### src/rtl/gf180mcu_osu_sc_gp9t3v3__ro_mon_ctrl.sv
// ---------------------------------------------------------------------------
// gf180mcu_osu_sc_gp9t3v3__ro_mon_ctrl
//
// Sequencer for the inverter ring-oscillator process monitor. On START it
// enables the ring, waits SETTLE cycles for it to stabilise, counts rising
// edges of the (pre-divided) ring output for WIN_LEN cycles, then disables
// the ring and publishes the count with a one-cycle DONE pulse.
//
// Ports
//   CLK      in   sole clock, rising edge
//   RST      in   asynchronous active-high reset
//   START    in   measurement request, honoured only in IDLE
//   WIN_LEN  in   window length in CLK cycles, latched on START
//   RO_OUT   in   divided ring output, asynchronous to CLK (< CLK/2)
//   RO_EN    out  ring enable (SETTLE + MEASURE)
//   BUSY     out  high in SETTLE + MEASURE
//   DONE     out  one-cycle result-valid pulse
//   COUNT    out  last edge count, held until the next DONE
//   OVF      out  last count saturated, held with COUNT
// ---------------------------------------------------------------------------
module gf180mcu_osu_sc_gp9t3v3__ro_mon_ctrl #(
    parameter int WIN_W  = 16,
    parameter int CNT_W  = 16,
    parameter int SETTLE = 8
) (
    input  logic             CLK,
    input  logic             RST,
    input  logic             START,
    input  logic [WIN_W-1:0] WIN_LEN,
    input  logic             RO_OUT,
    output logic             RO_EN,
    output logic             BUSY,
    output logic             DONE,
    output logic [CNT_W-1:0] COUNT,
    output logic             OVF
);

    // One timer serves both the settle and measure phases, so it must hold
    // whichever of the two terminal values is wider.
    localparam int SET_W = $clog2(SETTLE + 1);
    localparam int TMR_W = (WIN_W > SET_W) ? WIN_W : SET_W;
    localparam logic [TMR_W-1:0] SETTLE_LAST = TMR_W'(SETTLE - 1);

    typedef enum logic [1:0] {
        S_IDLE    = 2'd0,
        S_SETTLE  = 2'd1,
        S_MEASURE = 2'd2,
        S_REPORT  = 2'd3
    } state_t;

    state_t             state_q;
    logic [WIN_W-1:0]   win_q;
    logic [TMR_W-1:0]   tmr_q;
    logic [CNT_W-1:0]   cnt_q;
    logic               sat_q;
    logic               s1_q, s2_q, s3_q;
    logic               ro_en_q, busy_q, done_q, ovf_q;
    logic [CNT_W-1:0]   count_q;

    logic               rise;
    logic [CNT_W-1:0]   cnt_d;
    logic               sat_d;
    logic [TMR_W-1:0]   win_last;

    // Edge detect after the synchronizer; the window boundary lives here.
    assign rise     = s2_q & ~s3_q;
    assign win_last = TMR_W'(win_q) - TMR_W'(1);

    // Saturating edge count for the current MEASURE cycle.
    always_comb begin
        cnt_d = cnt_q;
        sat_d = sat_q;
        if (rise) begin
            if (cnt_q == {CNT_W{1'b1}}) sat_d = 1'b1;
            else                         cnt_d = cnt_q + CNT_W'(1);
        end
    end

    always_ff @(posedge CLK or posedge RST) begin
        if (RST) begin
            state_q <= S_IDLE;
            win_q   <= '0;
            tmr_q   <= '0;
            cnt_q   <= '0;
            sat_q   <= 1'b0;
            s1_q    <= 1'b0;
            s2_q    <= 1'b0;
            s3_q    <= 1'b0;
            ro_en_q <= 1'b0;
            busy_q  <= 1'b0;
            done_q  <= 1'b0;
            count_q <= '0;
            ovf_q   <= 1'b0;
        end else begin
            // Synchronizer free-runs so MEASURE entry never sees a stale edge.
            s1_q   <= RO_OUT;
            s2_q   <= s1_q;
            s3_q   <= s2_q;
            done_q <= 1'b0;

            case (state_q)
                S_IDLE: begin
                    if (START) begin
                        win_q <= WIN_LEN;
                        tmr_q <= '0;
                        if (WIN_LEN == '0) begin
                            // Empty window: report zero without touching the ring.
                            state_q <= S_REPORT;
                            done_q  <= 1'b1;
                            count_q <= '0;
                            ovf_q   <= 1'b0;
                        end else begin
                            state_q <= S_SETTLE;
                            ro_en_q <= 1'b1;
                            busy_q  <= 1'b1;
                        end
                    end
                end

                S_SETTLE: begin
                    if (tmr_q == SETTLE_LAST) begin
                        state_q <= S_MEASURE;
                        tmr_q   <= '0;
                        cnt_q   <= '0;
                        sat_q   <= 1'b0;
                    end else begin
                        tmr_q <= tmr_q + TMR_W'(1);
                    end
                end

                S_MEASURE: begin
                    cnt_q <= cnt_d;
                    sat_q <= sat_d;
                    if (tmr_q == win_last) begin
                        // Publish including the edge seen in the last window cycle.
                        state_q <= S_REPORT;
                        ro_en_q <= 1'b0;
                        busy_q  <= 1'b0;
                        done_q  <= 1'b1;
                        count_q <= cnt_d;
                        ovf_q   <= sat_d;
                    end else begin
                        tmr_q <= tmr_q + TMR_W'(1);
                    end
                end

                S_REPORT: begin
                    state_q <= S_IDLE;
                end

                default: begin
                    state_q <= S_IDLE;
                    ro_en_q <= 1'b0;
                    busy_q  <= 1'b0;
                end
            endcase
        end
    end

    assign RO_EN = ro_en_q;
    assign BUSY  = busy_q;
    assign DONE  = done_q;
    assign COUNT = count_q;
    assign OVF   = ovf_q;

endmodule
### config.mk
export PLATFORM = sky130hd
export DESIGN_NAME = gf180mcu_osu_sc_gp9t3v3__ro_mon_ctrl
export DESIGN_NICKNAME = d
export VERILOG_FILES = /design/src/rtl/gf180mcu_osu_sc_gp9t3v3__ro_mon_ctrl.sv
export SDC_FILE = /design/constraint.sdc
export NUM_CORES = 1
export LEC_CHECK = 0
export ABC_AREA = 1
export CAP_MARGIN = 15
export CORE_MARGIN = 2
export CORE_UTILIZATION = 41
export CTS_CLUSTER_SIZE = 16
export DETAILED_ROUTE_END_ITERATION = 10
export MAX_ROUTING_LAYER = met4
export SLEW_MARGIN = 20
export SYNTH_ARGS = -nofsm -noshare
export SYNTH_HDL_FRONTEND = slang
export SYNTH_SLANG_ARGS = --single-unit
### constraint.sdc
create_clock -name CLK -period 3.99 [get_ports CLK]
set_clock_uncertainty 0.15 [all_clocks]
set_input_delay 0.798 -clock CLK [delete_from_list [all_inputs] [get_ports CLK]]
set_output_delay 0.798 -clock CLK [all_outputs]
set_load 0.1 [all_outputs]
Yosys cells after proc, flatten, opt, wreduce, memory -nomap -nowiden:

Index checks and enable logic that the tools add are counted.

* bits of input ports: 20
* logic and storage cells: 73
* output and inout port bits: 20
* flip-flop bits (word level): 73

* reductions and logical operators: 11
* bitwise logic cells: 2
* muxes and demuxes: 33
* equality and inequality tests: 12
* add/subtract/negate cells: 3

Operator list (count)
* $mux 16: 9
* $pmux 16 s2: 2
* $pmux 16 s3: 1
* $add 16x1->16 const B: 2
* $eq 16x16->1: 1
* $eq 16x16->1 const B: 1
* $eq 16x3->1 const B: 1
* $logic_not 16->1: 1
* $sub 16x1->16 const B: 1
* $mux 1: 12
* $ne 2x2->1 const B: 6
* $mux 2: 4
* $pmux 1 s2: 4
* $pmux 2 s4: 1
* $reduce_and 4->1: 2
* $reduce_and 3->1: 2
* $eq 2x2->1 const B: 2
* $reduce_and 2->1: 2
* $reduce_bool 2->1: 2
* $reduce_bool 3->1: 1
* $eq 2x1->1 const B: 1
* $logic_not 2->1: 1
* $and 1x1->1: 1
* $not 1->1: 1

Longest topological paths before layout:

Gate-level depths: netlist of the first run.

* depth in word-level cells: 5
* depth in mapped cells: 17
* gate-level depth less buffers: 16

Worst setup path after synthesis of the first run:

No wires, ideal clock.

* path kind: register to output
* from: register BUSY (netlist name)
* to: output port RO_EN
* arrival time: 1.340 ns
* buffers on the path: 1
* data required time: 3.042 ns
* cell stages (with the launch flop): 2
* slack: 1.702 ns
* path through: dfrtp_1 buf_4

RTL lines
* to (decl): RTL line 31 `output logic RO_EN,`

Final worst setup path of the first run:

* from: register state_q[0]
* to: register count_q[12] (netlist: COUNT[12])

* cells in the longest elaborated chain, start to end: 3
* elaborated cells between the ends (all ways): 8
* those cells by class: eq/ne (4); mux (1); reduce/logical (3)

Ends and longest elaborated chain
* from (decl): RTL line 51 `state_t state_q;`
* from (signal assigned): RTL line 81 `state_q <= S_IDLE;`
* from (signal assigned): RTL line 108 `state_q <= S_REPORT;`
* from (signal assigned): RTL line 113 `state_q <= S_SETTLE;`
* $eq 2x2->1 / $logic_not 2->1 (equally long branches): RTL line 101 `case (state_q)`
* $ne 2x2->1 (no source line) / $reduce_bool 2->1 (equally long branches)
* $reduce_and 4->1 (no source line)
* to (signal assigned): RTL line 140 `count_q <= cnt_d;`
* to (decl): RTL line 58 `logic [CNT_W-1:0] count_q;`

Parallel ways exist; a longest one is shown, timed or not.
A chain may end at the register's enable or synchronous reset.

==> out/metrics.cfg, run 1 <==
[status]
outcome=finished, final reports clean

[grt]
grt_max_degree=45
antenna_found_initial=0
gr-usage-all-layers_pct=20.4
grt_overflow=0
grt_pass1_vias=3741
grt_first_pass_wirelength_um=18500

[layout]
n_antenna_cell=0
final_layout_size_suffix_gt1_share_pct=5.23
multi_input_area_um2=2330
fin_nets=710
regArea_um2=1830
fillCellCount=1136
synthToLayoutAreaGrowth_pct=14.2
fin_util_pct=48.2

[drt]
vias=4109
route.antenna.remaining_nets=0
via_per_inst=4.96
routedWlPerCell_um=13.0
dr.pass1.iters=5
drc=0
wl_um=10700
drt_iter0_drc=273

[synthesis]
synth_mux_area_share_pct=0
synth.area.top_cells=dfrtp_1, nand2_1, inv_1, o21ai_0, nand3_1
yosys.area.top_type=dfrtp_1
netlist-cell-type-count=32
synth.avg_cell_area_um2=6.99
ys_seq_elements=73
yosysWarningCount=0
synth_area_um2=4590
synth_top_area_share_pct=39.8
synthCells=657
synth_top_family_by_area=simple AND/OR/NAND/NOR gates
synth_xor_area_share_pct=4.58
synth-simple-area-share_pct=36.3
syn_nets=684
synth_compound_area_share_pct=8.03
synthAdderAreaFrac_pct=1.91
ys_seq_area_share_pct=39.8

[setup_path]
critPathCapture=COUNT[12]$_DFFE_PP0P_
reg2reg_from=state_q[0]$_DFFE_PP0P_
reg2reg_to=COUNT[12]$_DFFE_PP0P_
path_class=flip-flop to flip-flop
ff2ff_path_depth=7
worstSetupStartpoint=state_q[0]$_DFFE_PP0P_
rrSetupSlack_ns=1.0
crit_required_ns=4.10
cp_max_fo=18
slowest_stage=o21ai_2
critPathArrivalTime_ns=3.10
cp_cell_sequence=inv_1 -> ha_1 -> clkinv_1 -> o21ai_2 -> nand3_4 -> nand2_1 -> nand2_1
critPathLaunchType=flip-flop
critPathCaptureType=flip-flop
crit_top_cell=nand2_1
critPathMaxStageDelay_ns=0.75

[sta]
fin_crit_sh_pct=75.0
min_period_ns=2.99
fmax_mhz=334
setup_viol=0
finalMaxSlewViolations=0
tns_ns=0
slew_headroom_pct=34.1
worstMarginPinSlew_ns=0.986
rsz0062_at_grt=no
hold_violations=0

[clock_tree]
cts_buffers=9
cts_tree=built
clock_path_buffers=2
post_cts_buffers=0
cts.sinks=73
root_buffer=clkbuf_8
clkSlewWorstSetupHoldPaths_ns=0.08
insertion_delay_ns=0.36
cts_resized=0
postCtsHoldBufs=0
htree_levels=3

[placement]
io_buffers=39
dpl.hpwl_um=8070
routabilityCongestion=0.913

[power]
leakage_nw=2.48
powerDensity_nw_per_um2=564
vdd_drop_max_uv=375

[floorplan]
start_util_pct=42.2
io_pins=40
die_w_um=110
chipHeight_um=110
num_rows=38
dieArea_um2=12100
fp.coreArea_um2=10900

[worst_hold_path]
hold_class=flip-flop to flip-flop
holdCritStartpoint=s1_q$_DFF_PP0_

[flow_run]
max_cap_violations=0

[cells in the final DEF, fill, tap and decap left out, drive strengths merged, types with 3 or more instances in the layout]
| cell | n |
|---|---|
| xor2 | 16 |
| nor2 | 58 |
| inv | 78 |
| buf | 3 |
| clkbuf | 9 |
| nand2 | 213 |
| dfrtp | 73 |
| clkinv | 3 |
| nand3 | 47 |
| or2 | 4 |
| nand4 | 33 |
| o21ai | 63 |
| a21oi | 6 |
| nand3b | 5 |
| clkdlybuf4s50 | 39 |
| nor3 | 16 |
| ha | 7 |
| xnor2 | 8 |
[cell usage after synthesis]
cell type,instances
inv_2,1
nand3_4,1
clkinv_1,1
buf_1,1
ha_1,7
nor2_2,2
nor4_1,2
o2111ai_1,1
o21ai_0,48
o21bai_1,1
xnor2_1,8
dfrtp_1,73
nor3_1,16
clkbuf_2,2
o21ai_1,13
buf_4,8
nand3_1,46
nor2_1,53
a21oi_1,6
or2_2,4
clkbuf_1,10
buf_2,5
xor2_1,16
nand2_2,3
nand3b_1,5
o21ai_2,2
nor2_4,3
buf_6,1
nand4_1,33
and2_1,1
inv_1,74
nand2_1,210
[worst min path at each step]
stage	to	cells after the start	slack, ns
5_1_grt	s2_q$_DFF_PP0_	0	0.24
6_report	s2_q$_DFF_PP0_	0	0.21
3_5_place_dp	s2_q$_DFF_PP0_	0	0.19
2_1_floorplan	s2_q$_DFF_PP0_	0	0.18
4_1_cts	s2_q$_DFF_PP0_	0	0.21
3_3_place_gp	s2_q$_DFF_PP0_	0	0.19
[sequential cells by signal, indices dropped and copies added, names as in the netlist, 2 cells and up]
signal	cells
cnt_q	16
state_q	2
COUNT	16
tmr_q	16
win_q	16
[per-stage QoR]
stage                     std cells  hold WS (ns)  setup WS [ns]  area (um2)  power [W]
after floorplan                 657         0.181           1.19        4590    0.00211
after CTS                       828         0.213          0.980        5250    0.00299
after detailed placement        812         0.194          0.689        5050    0.00237
final                           828         0.210          0.998        5250    0.00296
after global placement          812         0.192          0.773        5050    0.00235
after global routing            828         0.236          0.653        5250    0.00322
[final cells by class]
class | instances | area share (%)
clock buffer | 9 | 2.36
multi-input combinational | 481 | 44.5
clock inverter | 7 | 1.48
inverter | 76 | 5.44
timing repair buffer | 42 | 8.10
sequential | 73 | 34.8
tap | 140 | 3.34
[worst max-delay path, delay by kind of cell, from the launching register on]
kind | cells | cell delay (ns)
AOI/OAI and AO/OA | 1 | 0.75
buffers and inverters | 2 | 0.66
and+or+nand+nor | 3 | 0.48
DFF | 1 | 0.42
adders and majority gates | 1 | 0.41
[per-layer routing]
layer / part of all wire (%) / track usage [%] / up-vias
met5: 0 / - / -
met4: 1.4 / 5.70 / 0
met3: 5.1 / 4.09 / 12
met2: 40 / 26.7 / 91
li1: - / - / 2163
met1: 53 / 31.3 / 1843
[cells by family (layout without fill, tap and decap cells)]
group / count (synthesis) / after routing
compound gates: 71 / 71
buf+inv: 103 / 134
fa+ha+maj: 7 / 7
flops: 73 / 73
simple gates: 379 / 379
xor+xnor: 24 / 24
[power by group]
| group | leakage (nW) | total, W | switching (W) | internal (W) |
|---|---|---|---|---|
| clock | 0.101 | 0.000613 | 0.000318 | 0.000295 |
| combinational | 1.40 | 0.00131 | 0.000923 | 0.000386 |
| sequential | 0.980 | 0.00104 | 0.000163 | 0.000876 |
Note: power is estimated with default switching activity, not from simulation.
==> inputs of run 2 (changes only) <==
==> constraint.sdc (replaced) <==
create_clock -name CLK -period 2.92 [get_ports CLK]
set_clock_uncertainty 0.15 [all_clocks]
set_input_delay 0.584 -clock CLK [delete_from_list [all_inputs] [get_ports CLK]]
set_output_delay 0.584 -clock CLK [all_outputs]
set_load 0.1 [all_outputs]
==> run 2 against run 1 <==
Compared with the run above:
- sequential cell count unchanged
- highest routed layer unchanged
- routed wire length up 2.7%
- non-clock buffer count up 9
- design area about the same
- clock power up 26%
- maximum frequency up 18%
- worst hold slack better by 0.0010 ns
- critical endpoint is now COUNT[2]$_DFFE_PP0P_
- total power up 37%
- sequential share of layout area about the same
- global-route usage down 0.19 points
==> out/metrics.cfg, run 2 (same netlist as run 1, synthesis figures left out) <==
[floorplan]
num_rows=38  ; unchanged
die_w_um=110  ; unchanged
chipHeight_um=110  ; unchanged
start_util_pct=42.2  ; unchanged
io_pins=40  ; unchanged
fp.coreArea_um2=10900  ; unchanged
dieArea_um2=12100  ; unchanged

[grt]
antenna_found_initial=0  ; unchanged
grt_max_degree=74  ; was 45
grt_pass1_vias=3707  ; was 3741
grt_first_pass_wirelength_um=18400  ; was 18500 um
grt_overflow=0  ; unchanged
gr-usage-all-layers_pct=20.2  ; was 20.4%

[placement]
dpl.hpwl_um=8330  ; was 8070 um
routabilityCongestion=0.865  ; was 0.913
io_buffers=39  ; unchanged

[layout]
n_antenna_cell=0  ; unchanged
layout_common_cells=nand2_1, dfrtp_1, inv_1  ; unchanged
final_layout_size_suffix_gt1_share_pct=9.33  ; was 5.23%
fin_nets=719  ; was 710
fillCellCount=1132  ; was 1136
fin_util_pct=48.2  ; about the same
regArea_um2=1830  ; unchanged
multi_input_area_um2=2330  ; unchanged
final_common_cell=nand2_1  ; unchanged
synthToLayoutAreaGrowth_pct=14.3  ; was 14.2%

[clock_tree]
cts_buffers=9  ; unchanged
clock_path_buffers=2  ; unchanged
cts_resized=0  ; unchanged
htree_levels=3  ; unchanged
cts.sinks=73  ; unchanged
postCtsHoldBufs=0  ; unchanged
clkSlewWorstSetupHoldPaths_ns=0.09  ; was 0.08 ns
root_buffer=clkbuf_8  ; unchanged
post_cts_buffers=0  ; unchanged
cts_tree=built  ; unchanged
insertion_delay_ns=0.37  ; was 0.36 ns

[setup_path]
reg2reg_to=COUNT[2]$_DFFE_PP0P_  ; was COUNT[12]$_DFFE_PP0P_
critPathArrivalTime_ns=2.70  ; was 3.10 ns
critPathCaptureType=flip-flop  ; unchanged
reg2reg_from=cnt_q[0]$_DFFE_PP0P_  ; was state_q[0]$_DFFE_PP0P_
critPathCapture=COUNT[2]$_DFFE_PP0P_  ; was COUNT[12]$_DFFE_PP0P_
crit_required_ns=3.08  ; was 4.10 ns
ff2ff_path_depth=13  ; was 7
worstSetupStartpoint=cnt_q[0]$_DFFE_PP0P_  ; was state_q[0]$_DFFE_PP0P_
path_class=flip-flop to flip-flop  ; unchanged
rrSetupSlack_ns=0.38  ; was 1.0 ns
cp_max_fo=9  ; was 18
critPathLaunchType=flip-flop  ; unchanged

[drt]
route.antenna.remaining_nets=0  ; unchanged
drc=0  ; unchanged
via_per_inst=5.03  ; was 4.96
vias=4213  ; was 4109
drt_iter0_drc=405  ; was 273
dr.pass1.iters=5  ; unchanged
routedWlPerCell_um=13.2  ; was 13.0 um
wl_um=11000  ; was 10700 um

[sta]
tns_ns=0  ; unchanged
finalMaxSlewViolations=0  ; unchanged
fmax_mhz=394  ; was 334 MHz
slew_headroom_pct=67.0  ; was 34.1%
hold_violations=0  ; unchanged
worstMarginPinSlew_ns=0.494  ; was 0.986 ns
setup_viol=0  ; unchanged
rsz0062_at_grt=no  ; unchanged
min_period_ns=2.54  ; was 2.99 ns
fin_crit_sh_pct=87.0  ; was 75.0%

[power]
vdd_drop_max_uv=613  ; was 375 uV
powerDensity_nw_per_um2=772  ; was 564 nW/um2
leakage_nw=2.55  ; was 2.48 nW

[worst_hold_path]
hold_class=flip-flop to flip-flop  ; unchanged

[status]
outcome=finished, final reports clean  ; unchanged

[flow_run]
max_cap_violations=0  ; unchanged

-- run 2: cell types whose count changed in the layout (fill, tap and decap cells not counted) --
cell and delta:
buf_4 +29, clkinv_2 -1, inv_8 +1, clkdlybuf4s50_1 -20, clkinv_4 +1, bufinv_16 -1
-- run 2: worst min-delay path by stage --
stage                        start        endpoint  slack, ns  cells after the start
floorplan           s1_q$_DFF_PP0_  s2_q$_DFF_PP0_       0.18                      0
global placement    s1_q$_DFF_PP0_  s2_q$_DFF_PP0_       0.19                      0
detailed placement  s1_q$_DFF_PP0_  s2_q$_DFF_PP0_       0.19                      0
CTS                 s1_q$_DFF_PP0_  s2_q$_DFF_PP0_       0.21                      0
global route        s1_q$_DFF_PP0_  s2_q$_DFF_PP0_       0.22                      0
finish              s1_q$_DFF_PP0_  s2_q$_DFF_PP0_       0.21                      0
-- run 2: layout make-up --
class,count,share of cell area [%]
Tap cell,140,3.34
Clock buffer,9,2.36
Inverter,76,5.43
Clock inverter,7,1.19
Timing Repair Buffer,51,8.43
Sequential cell,73,34.8
Multi-Input combinational cell,481,44.5
-- run 2: power breakdown --
part / leakage, nW / total, W / internal (W) / switching, W
combinational: 1.48 / 0.00185 / 0.000565 / 0.00129
sequential: 0.980 / 0.00143 / 0.00120 / 0.000231
clock: 0.0927 / 0.000771 / 0.000326 / 0.000445
total: 2.55 / 0.00405 / 0.00209 / 0.00197
-- run 2: metal layers --
layer	wire, um	global-route usage (%)	up-vias
li1	-	-	2178
met1	5830	30.9	1928
met2	4500	26.8	97
met3	529	2.85	10
met4	165	7.14	0
met5	0	-	-
-- run 2: through the flow --
stage	power (W)	instances	setup slack, ns	instance area, um2	hold slack [ns]
after CTS	0.00409	837	0.407	5250	0.213
final	0.00405	837	0.380	5250	0.211
after global placement	0.00327	821	0.354	5060	0.188
after detailed placement	0.00330	821	0.290	5060	0.194
after global routing	0.00437	837	0.112	5250	0.218
after floorplan	0.00289	657	0.333	4590	0.181
-- run 2: worst max-delay path, stage by stage (launching register included) --
cell,delay [ns]
dfrtp_1,0.48
ha_1,0.21
inv_1,0.05
nor2_1,0.22
nand2_1,0.18
nor2_1,0.17
nand2_1,0.07
nand2_1,0.23
inv_1,0.15
nand3_1,0.10
nand2_1,0.06
nor2_1,0.17
nand4_1,0.14
nand2_1,0.10
==> inputs of run 3 (changes only) <==
--- a/config.mk
+++ b/config.mk
@@ -8,10 +8,11 @@
 export ABC_AREA = 1
 export CAP_MARGIN = 15
 export CORE_MARGIN = 2
-export CORE_UTILIZATION = 41
+export CORE_UTILIZATION = 55
 export CTS_CLUSTER_SIZE = 16
 export DETAILED_ROUTE_END_ITERATION = 10
 export MAX_ROUTING_LAYER = met4
+export PLACE_DENSITY = 0.76
 export SLEW_MARGIN = 20
 export SYNTH_ARGS = -nofsm -noshare
 export SYNTH_HDL_FRONTEND = slang
==> run 3 against run 2 <==
Compared with the run above:
- sequential share of layout area grew 0.13 points
- routed wire length down 4.6%
- core utilization up 16 points
- critical endpoint is now COUNT[10]$_DFFE_PP0P_
==> out/metrics.cfg, run 3 (same netlist as run 1, synthesis figures left out) <==
[layout]
final_common_cell=nand2_1  ; unchanged
n_antenna_cell=0  ; unchanged
fin_util_pct=64.0  ; was 48.2%
fin_nets=719  ; unchanged
layout_common_cells=nand2_1, dfrtp_1, inv_1  ; unchanged
final_layout_size_suffix_gt1_share_pct=9.33  ; unchanged
synthToLayoutAreaGrowth_pct=13.9  ; was 14.3%

[clock_tree]
cts_tree=built  ; unchanged
clkSlewWorstSetupHoldPaths_ns=0.09  ; about the same
post_cts_buffers=0  ; unchanged
cts.sinks=73  ; unchanged
root_buffer=clkbuf_8  ; unchanged
postCtsHoldBufs=0  ; unchanged
htree_levels=3  ; unchanged
cts_buffers=9  ; unchanged
insertion_delay_ns=0.36  ; was 0.37 ns
cts_resized=0  ; unchanged
clock_path_buffers=2  ; unchanged

[setup_path]
critPathLaunchType=flip-flop  ; unchanged
cp_max_fo=9  ; unchanged
critPathArrivalTime_ns=2.64  ; was 2.70 ns
rrSetupSlack_ns=0.43  ; was 0.38 ns
crit_required_ns=3.08  ; about the same
path_class=flip-flop to flip-flop  ; unchanged
critPathCaptureType=flip-flop  ; unchanged

[sta]
worstMarginPinSlew_ns=0.482  ; was 0.494 ns
min_period_ns=2.49  ; was 2.54 ns
fmax_mhz=402  ; was 394 MHz
tns_ns=0  ; unchanged
hold_violations=0  ; unchanged
slew_headroom_pct=67.6  ; was 67.0%
worst_slack_ns=0.434  ; was 0.380 ns
finalMaxSlewViolations=0  ; unchanged
setup_viol=0  ; unchanged
fin_crit_sh_pct=85.2  ; was 87.0%
rsz0062_at_grt=no  ; unchanged

[grt]
grt_max_degree=58  ; was 74
grt_overflow=0  ; unchanged
grt_pass1_vias=3745  ; was 3707
antenna_found_initial=0  ; unchanged
gr-usage-all-layers_pct=25.3  ; was 20.2%
grt_first_pass_wirelength_um=17400  ; was 18400 um

[drt]
vias=4292  ; was 4213
drt_iter0_drc=348  ; was 405
routedWlPerCell_um=13.1  ; was 13.2 um
drc=0  ; unchanged
via_per_inst=5.35  ; was 5.03
dr.pass1.iters=8  ; was 5
route.antenna.remaining_nets=0  ; unchanged
wl_um=10500  ; was 11000 um

[floorplan]
dieArea_um2=9100  ; was 12100 um2
chipHeight_um=95.4  ; was 110 um
io_pins=40  ; unchanged
die_w_um=95.4  ; was 110 um
num_rows=33  ; was 38
start_util_pct=56.2  ; was 42.2%
fp.coreArea_um2=8180  ; was 10900 um2

[placement]
routabilityCongestion=0.920  ; was 0.865
dp_slack_ns=0.309  ; was 0.290 ns
dpl.hpwl_um=7780  ; was 8330 um
io_buffers=39  ; unchanged

[worst_hold_path]
hold_class=flip-flop to flip-flop  ; unchanged

[flow_run]
max_cap_violations=0  ; unchanged

[power]
powerDensity_nw_per_um2=789  ; was 772 nW/um2
vdd_drop_max_uv=467  ; was 613 uV
leakage_nw=2.56  ; was 2.55 nW

[status]
outcome=finished, final reports clean  ; unchanged

## run 3: critical path, stage by stage (launching register included)
cell	delay (ns)
dfrtp_1	0.45
ha_1	0.20
inv_1	0.05
nor2_1	0.22
nand2_1	0.18
nor2_1	0.17
nand2_1	0.07
nand2_1	0.23
inv_1	0.14
nand3_1	0.09
nand2_1	0.05
nor2_1	0.22
nand4_1	0.12
nand2_1	0.08
## run 3: cell type report
class	instances	area, um2
clock buffers	9	124
well taps	105	131
flip-flops and latches	73	1830
multi-input cells	481	2330
fillers	745	2940
clock inverters	7	86.3
repair buffers	51	443
inverters	76	285
## run 3: final timing paths
kind,from,depth (start not counted),endpoint
setup / recovery,cnt_q[0]$_DFFE_PP0P_,13,COUNT[10]$_DFFE_PP0P_
hold reg to reg,s1_q$_DFF_PP0_,0,s2_q$_DFF_PP0_
hold / removal,s1_q$_DFF_PP0_,0,s2_q$_DFF_PP0_
max in group asynchronous,RST,3,cnt_q[11]$_DFFE_PP0P_
setup reg to reg,cnt_q[0]$_DFFE_PP0P_,13,COUNT[10]$_DFFE_PP0P_
min in group asynchronous,RST,2,win_q[6]$_DFFE_PP0P_
## run 3: where the power goes
group          switching, W  total (W)  internal (W)  leakage (nW)
Combinational       0.00128    0.00185      0.000569          1.48
Clock              0.000442   0.000856      0.000414         0.104
Sequential         0.000228    0.00142       0.00120         0.980
## run 3: stage by stage
stage | area (um2) | std cells | power, W | hold WS [ns]
global placement | 5020 | 786 | 0.00323 | 0.196
floorplan | 4590 | 657 | 0.00289 | 0.181
detailed placement | 5020 | 786 | 0.00328 | 0.197
global route | 5230 | 802 | 0.00443 | 0.220
CTS | 5230 | 802 | 0.00414 | 0.216
finish | 5230 | 802 | 0.00413 | 0.209
## run 3: per-layer routing
| layer | vias to the layer above | GRT usage [%] | routed length, um |
|---|---|---|---|
| met2 | 121 | 36.2 | 4560 |
| met1 | 1983 | 37.6 | 5270 |
| li1 | 2176 | - | - |
| met4 | 0 | 7.86 | 128 |
| met5 | - | - | 0 |
| met3 | 12 | 3.08 | 566 |
